<file path="src/rtl/cpu_wb_regfile.sv">
// Write-back register file: 32x32 GPRs, debug write port, 1-entry pending buffer, retire counter.
// Optional WB_BYPASS_EN: same-cycle live pipeline write forwarded to the read ports.
module cpu_wb_regfile #(
    parameter int NREG  = 32,
    parameter int DW    = 32,
    parameter int CNT_W = 16
) (
    input  logic             clk,
    input  logic             clr_n,
    input  logic             reg_write_en,
    input  logic [4:0]       reg_write_num,
    input  logic [DW-1:0]    reg_write_data,
    input  logic [4:0]       rs_num,
    input  logic [4:0]       rt_num,
    output logic [DW-1:0]    rs_data,
    output logic [DW-1:0]    rt_data,
    input  logic             dbg_wr,
    input  logic [4:0]       dbg_num,
    input  logic [DW-1:0]    dbg_data,
    output logic             pend_valid,
    output logic             ovf,
    output logic [CNT_W-1:0] retire_cnt
);

    logic [DW-1:0] regs [NREG];

    logic [4:0]    pend_num;
    logic [DW-1:0] pend_data;

    logic          live_we;
    logic          wr_en;
    logic [4:0]    wr_num;
    logic [DW-1:0] wr_data;
    logic          cnt_inc;
    logic          pend_load;
    logic          pend_clear;
    logic          ovf_set;

    // Writes to r0 are dropped outright, so they never pend, overflow or retire.
    assign live_we = reg_write_en && (reg_write_num != 5'd0);

    always_comb begin
        wr_en      = 1'b0;
        wr_num     = '0;
        wr_data    = '0;
        cnt_inc    = 1'b0;
        pend_load  = 1'b0;
        pend_clear = 1'b0;
        ovf_set    = 1'b0;
        if (dbg_wr) begin
            wr_en   = (dbg_num != 5'd0);
            wr_num  = dbg_num;
            wr_data = dbg_data;
            if (live_we) begin
                if (!pend_valid) begin
                    pend_load = 1'b1;
                end else begin
                    ovf_set = 1'b1;
                end
            end
        end else if (pend_valid) begin
            wr_en   = 1'b1;
            wr_num  = pend_num;
            wr_data = pend_data;
            cnt_inc = 1'b1;
            if (live_we) begin
                pend_load = 1'b1;
            end else begin
                pend_clear = 1'b1;
            end
        end else if (live_we) begin
            wr_en   = 1'b1;
            wr_num  = reg_write_num;
            wr_data = reg_write_data;
            cnt_inc = 1'b1;
        end
    end

    // wr_num is never 0 when wr_en is set, so regs[0] stays at its reset value.
    always_ff @(posedge clk or negedge clr_n) begin
        if (!clr_n) begin
            for (int i = 0; i < NREG; i++) begin
                regs[i] <= '0;
            end
        end else if (wr_en) begin
            regs[wr_num] <= wr_data;
        end
    end

    always_ff @(posedge clk or negedge clr_n) begin
        if (!clr_n) begin
            pend_valid <= 1'b0;
            pend_num   <= '0;
            pend_data  <= '0;
        end else if (pend_load) begin
            pend_valid <= 1'b1;
            pend_num   <= reg_write_num;
            pend_data  <= reg_write_data;
        end else if (pend_clear) begin
            pend_valid <= 1'b0;
        end
    end

    always_ff @(posedge clk or negedge clr_n) begin
        if (!clr_n) begin
            ovf        <= 1'b0;
            retire_cnt <= '0;
        end else begin
            if (ovf_set) begin
                ovf <= 1'b1;
            end
            if (cnt_inc) begin
                retire_cnt <= retire_cnt + 1'b1;
            end
        end
    end

    // Pending entry shadows the array, so a parked write is never read stale.
    always_comb begin
        rs_data = '0;
        if (rs_num != 5'd0) begin
            if (pend_valid && (pend_num == rs_num)) begin
                rs_data = pend_data;
            end else begin
                rs_data = regs[rs_num];
            end
`ifdef WB_BYPASS_EN
            if (reg_write_en && (reg_write_num == rs_num)) begin
                rs_data = reg_write_data;
            end
`endif
        end
    end

    always_comb begin
        rt_data = '0;
        if (rt_num != 5'd0) begin
            if (pend_valid && (pend_num == rt_num)) begin
                rt_data = pend_data;
            end else begin
                rt_data = regs[rt_num];
            end
`ifdef WB_BYPASS_EN
            if (reg_write_en && (reg_write_num == rt_num)) begin
                rt_data = reg_write_data;
            end
`endif
        end
    end

endmodule

</file>
<file path="config.mk">
export PLATFORM = sky130hd
export DESIGN_NAME = cpu_wb_regfile
export DESIGN_NICKNAME = d
export VERILOG_FILES = /design/src/rtl/cpu_wb_regfile.sv
export SDC_FILE = /design/constraint.sdc
export NUM_CORES = 2
export LEC_CHECK = 0
export CAP_MARGIN = 20
export CORE_MARGIN = 2
export CORE_UTILIZATION = 48
export CTS_CLUSTER_DIAMETER = 150
export CTS_CLUSTER_SIZE = 24
export DETAILED_ROUTE_END_ITERATION = 10
export GPL_TIMING_DRIVEN = 1
export HOLD_SLACK_MARGIN = 0.15
export PLACE_DENSITY = 0.68
export SETUP_SLACK_MARGIN = 0.5
export SYNTH_ARGS = -nofsm -noshare
export SYNTH_HDL_FRONTEND = slang
export SYNTH_SLANG_ARGS = --single-unit
</file>
<file path="constraint.sdc">
create_clock -name clk -period 3.71 [get_ports clk]
set_input_delay 0.5565 -clock clk [delete_from_list [all_inputs] [get_ports clk]]
set_output_delay 0.5565 -clock clk [all_outputs]
set_load 0.05 [all_outputs]
</file>
; ---- After elaboration in Yosys (flattened, before gate mapping)
; Cells that the tools add are included.
[classes]
addsub = 1
order_cmp = 4
eq_ne = 2
muxes = 35
bitwise_logic = 3
reduce_logical = 9
[ops]
columns = operator, count
row1 = $bwmux 1024, 1
row2 = $mux 32, 12
row3 = $bmux 32 s5, 2
row4 = $demux 32 s5, 1
row5 = $reduce_bool 5->1, 4
row6 = $ge 6x6->1 const B, 3
row7 = $not 5->6, 3
row8 = $add 16x1->16 const B, 1
row9 = $mux 1, 16
row10 = $mux 5, 3
row11 = $eq 5x5->1, 2
row12 = $lt 6x1->1 const B, 1
row13 = $logic_and 1x1->1, 4
row14 = $reduce_bool 2->1, 1
[word_totals]
regBits = 1079
inputBits = 88
output_inout_bits = 82
wordCells = 91

; ---- Logic depth before layout (Yosys ltp)
[logic_depth]
word_depth = 11
depth_mapped = 10
ltp_nobuf = 5

; ---- Worst setup path before layout
; Ideal clock, no wire load.
[synth_timing]
path_type = in2out
start = input rs_num[0]
end = output rs_data[10]
arrival_time_ns = 3.569
required_ns = 3.154
setup_slack_ns = -0.416
cell_stages = 6
n_path_buf = 4
path_cell_list = buf_2 > buf_2 > buf_2 > buf_2 > nor4_1 > o311ai_0
[synth_between]
elab_chain_cells = 6
word_cells_on_any_way = 9
cone_classes = 1 x eq/ne / 5 x mux / 1 x bitwise / 2 x reduce/logical
[synth_rtl]
columns = item, line_no
row1 = "start, declared", 13  ; input logic [4:0] rs_num,
row2 = $not 5->6 (implied by the code), 125  ; rs_data = regs[rs_num];
row3 = $bmux 32 s5, 125
row4 = $mux 32 (implied by the code) (2 in a row), 125
row5 = $mux 32, 122  ; if (pend_valid && (pend_num == rs_num)) begin
row6 = $mux 32 (*), 121  ; if (rs_num != 5'd0) begin
row7 = "end, declared", 15  ; output logic [DW-1:0] rs_data,
; Mark *: on every way between the ends. The rest lies on a longest branch, timed or not. The select of a mux whose other input is x is not followed.

; ---- Worst setup path in the final report
[layout_timing]
start = register pend_num[4]
end = output rt_data[30]
[layout_between]
elab_chain_cells = 4
[layout_rtl]
columns = item, line_no
row1 = "start, declared", 27  ; logic [4:0] pend_num;
row2 = "start signal, assigned", 97  ; pend_num <= reg_write_num;
row3 = $eq 5x5->1, 138  ; if (pend_valid && (pend_num == rt_num)) begin
row4 = $logic_and 1x1->1, 138
row5 = $mux 32, 138
row6 = $mux 32, 137  ; if (rt_num != 5'd0) begin
row7 = "end, declared", 16  ; output logic [DW-1:0] rt_data,
; No other way between the ends.

==> results.ini <==
[clock_tree]
htreeDepth=2
clockBufferDepth=3
cts_inserted_buffers=50
path_clk_slew_ps=100
cts_root_buffer=clkbuf_16
cts.sinks=1079
clk_latency_ps=680
cts_tree=done

[setup_path]
cp_max_fo=3
reg2reg_depth=7
arrival_ps=2840
critPathRequiredTime_ps=3150
end_kind=output pin
reg2reg_to=regs[918]$_DFFE_PN0P_
r2r-start=pend_valid$_DFFE_PN0P_
worst_setup_path_start_kind=flop
rrSetupSlack_ps=580
critical_path_class=flop to output pin

[logic_synthesis]
synth_compound_area_frac=0.0475
ys_ff_latch=1079
synthFlopType=dfrtp_1
synthTopCellsByCount=1079 x dfrtp_1, 1041 x mux2_2, 469 x mux4_2
synth_edf_count=0
synth_area_mm2=0.0586
synth-async-reset-ratio=1.00
yosysWarnings=0
synthMuxAreaShare=0.430
avgSynthCellArea_um2=14.5
post_synth_inst_count=4040
yosys.area.top_type=dfrtp_1
ys_seq_area_frac=0.461
synth_top_family_by_area=multiplexers
synth.distinct_cells=55
synth.area.top_cells=dfrtp_1 46%, mux2_2 20%, mux4_2 18%
syn_nets=4129
yosys.area.top_type_share=0.461
synthSimpleGateAreaFrac=0.0264
synthMostInstantiatedCell=dfrtp_1
synth-xor-area-share=0.00389
synthAdderAreaFrac=0.000214

[floorplan]
start_util=0.483
die_h_um=353
core_area_mm2=0.121
ios=170
die_w_um=353
rows=128
dieArea_mm2=0.125

[place]
hpwlAfterDp_mm=119
portBuffers=169
place_congestion=0.846
pre_cts_ws_ps=133
place_area_mm2=0.0647
place_inst=5670

[power_and_ir_drop]
power.total_w=0.0467
combinationalPowerShare=0.397
cell_internal_pwr_w=0.0312
p_leak_nw=28.9
cellPowerDensity_mw_per_mm2=685
power_switching_w=0.0155
seqPwrFrac=0.465
clock_power_share=0.138
vdd_ir_drop_max_uv=464
swShare=0.331

[route]
top_layer_used=met4
route.detailed.drc=0
first_pass_iters=6
vias=39800
met1Wirelength_mm=77.5
wl_met3_mm=17.5
routed_wl_mm=196
ant_nets=0
via_per_inst=6.86
wl_met2_mm=91.8
wire_per_inst_um=33.9
drt-initial-drc-count=4170

[global_route]
grt_pass1_vias=40100
antenna_found_initial=3
grt_usage=0.312
overflow=0
grt_pass1_wl_mm=286
grt_max_degree=137

[layout]
area_delta_synth_final_pct=16.4
final_cell_area_mm2=0.0682
nets=4258
drive_above_1_share=0.522
final_cells=5798

[timing]
slew_headroom=0.427
setup_ws_ps=317
drv_slew=0
skew_ps=21.6
rsz0062_at_grt=yes
setup_viol=0
tightest_slew_ps=857
min_period_over_period=0.914
layout_min_cycle_time_ps=3390
hold_viol=0
fmax_mhz=295

[hold_path]
hold_class=primary input to async pin

[job]
maxCapViolCount=0

[outcome]
status=completed

-- per-layer routing --
| metal | global-route usage | vias up |
|---|---|---|
| met4 | 0.127 | 0 |
| met5 | 0 | - |
| li1 | - | 15800 |
| met1 | 0.426 | 21500 |
| met2 | 0.493 | 2014 |
| met3 | 0.0590 | 450 |
-- flip-flops by register name (all words and copies together) (netlist names) --
register	count
ovf	1
pend_data	32
pend_num	5
retire_cnt	16
pend_valid	1
regs	1024
-- power by group through the flow --
stage / Clock, W / Combinational [W] / Sequential [W]
4_1_cts: 0.00652 / 0.0184 / 0.0215
3_5_place_dp: 0 / 0.0178 / 0.0217
3_3_place_gp: 0 / 0.0174 / 0.0214
5_1_grt: 0.00693 / 0.0196 / 0.0224
2_1_floorplan: 0 / 0.0134 / 0.0204
6_report: 0.00644 / 0.0186 / 0.0217
-- kinds of logic (layout without fill, tap and decap cells) --
kind of cell,after synthesis,after routing
AOI/OAI and AO/OA,404,404
xor gates and xnor gates,26,26
buffers and inverters,434,566
DFF,1079,1079
and+or+nand+nor,299,299
muxes,1797,1797
adders and majority gates,1,1
other,0,1
-- repair_timing --
action,4_1_cts,5_1_grt
setup endpoints to repair,80,99
cloned,15,5
hold buffers,1,0
resized for setup,169,58
buffers inserted,38,8
pin swaps,32,22
hold endpoints to repair,48,0
-- layout by cell type (no fill, tap or decap), drive strengths merged, types with 38 or more instances in the layout --
| master | synthesis | final |
|---|---|---|
| a31oi | 52 | 52 |
| buf | 170 | 395 |
| nand2 | 58 | 58 |
| clkbuf | 256 | 60 |
| mux4 | 469 | 469 |
| mux2 | 1074 | 1074 |
| o21ai | 102 | 102 |
| a221oi | 67 | 67 |
| clkdlybuf4s50 | 0 | 94 |
| nor2 | 62 | 62 |
| dfrtp | 1079 | 1079 |
| mux2i | 254 | 254 |
| a21oi | 38 | 38 |
-- per-stage QoR --
step	hold slack, ps	utilization	setup TNS [ps]
3_5_place_dp	467	0.533	0
5_1_grt	367	0.562	0
6_report	358	0.562	0
4_1_cts	343	0.557	0
2_1_floorplan	261	-	0
3_3_place_gp	459	0.532	-502
-- critical path: stages (launching register included) --
cell and delay [ps]:
dfrtp_2 510, xnor2_2 170, nand4_1 170, buf_4 180, or2_4 260, nor2_2 400
a221o_1 320, buf_12 160
-- layout make-up --
class	instances	area (µm²)
well taps	1625	2030
diodes	1	2.50
inverters	8	30.0
flip-flops and latches	1079	27000
fillers	9737	53200
repair buffers	503	6830
clock buffers	55	1330
multi-input cells	2527	31000
-- worst max-delay path by stage --
stage / from / end / depth (start not counted)
2_1_floorplan: rs_num[0] / rs_data[26] / 8
4_1_cts: pend_num[2]$_DFFE_PN0P_ / rt_data[5] / 9
3_3_place_gp: rs_num[1] / rs_data[4] / 7
6_report: pend_num[4]$_DFFE_PN0P_ / rt_data[30] / 7
5_1_grt: pend_num[0]$_DFFE_PN0P_ / rs_data[10] / 10
3_5_place_dp: rs_num[0] / rs_data[20] / 10
Note: power is estimated with default switching activity, not from simulation.
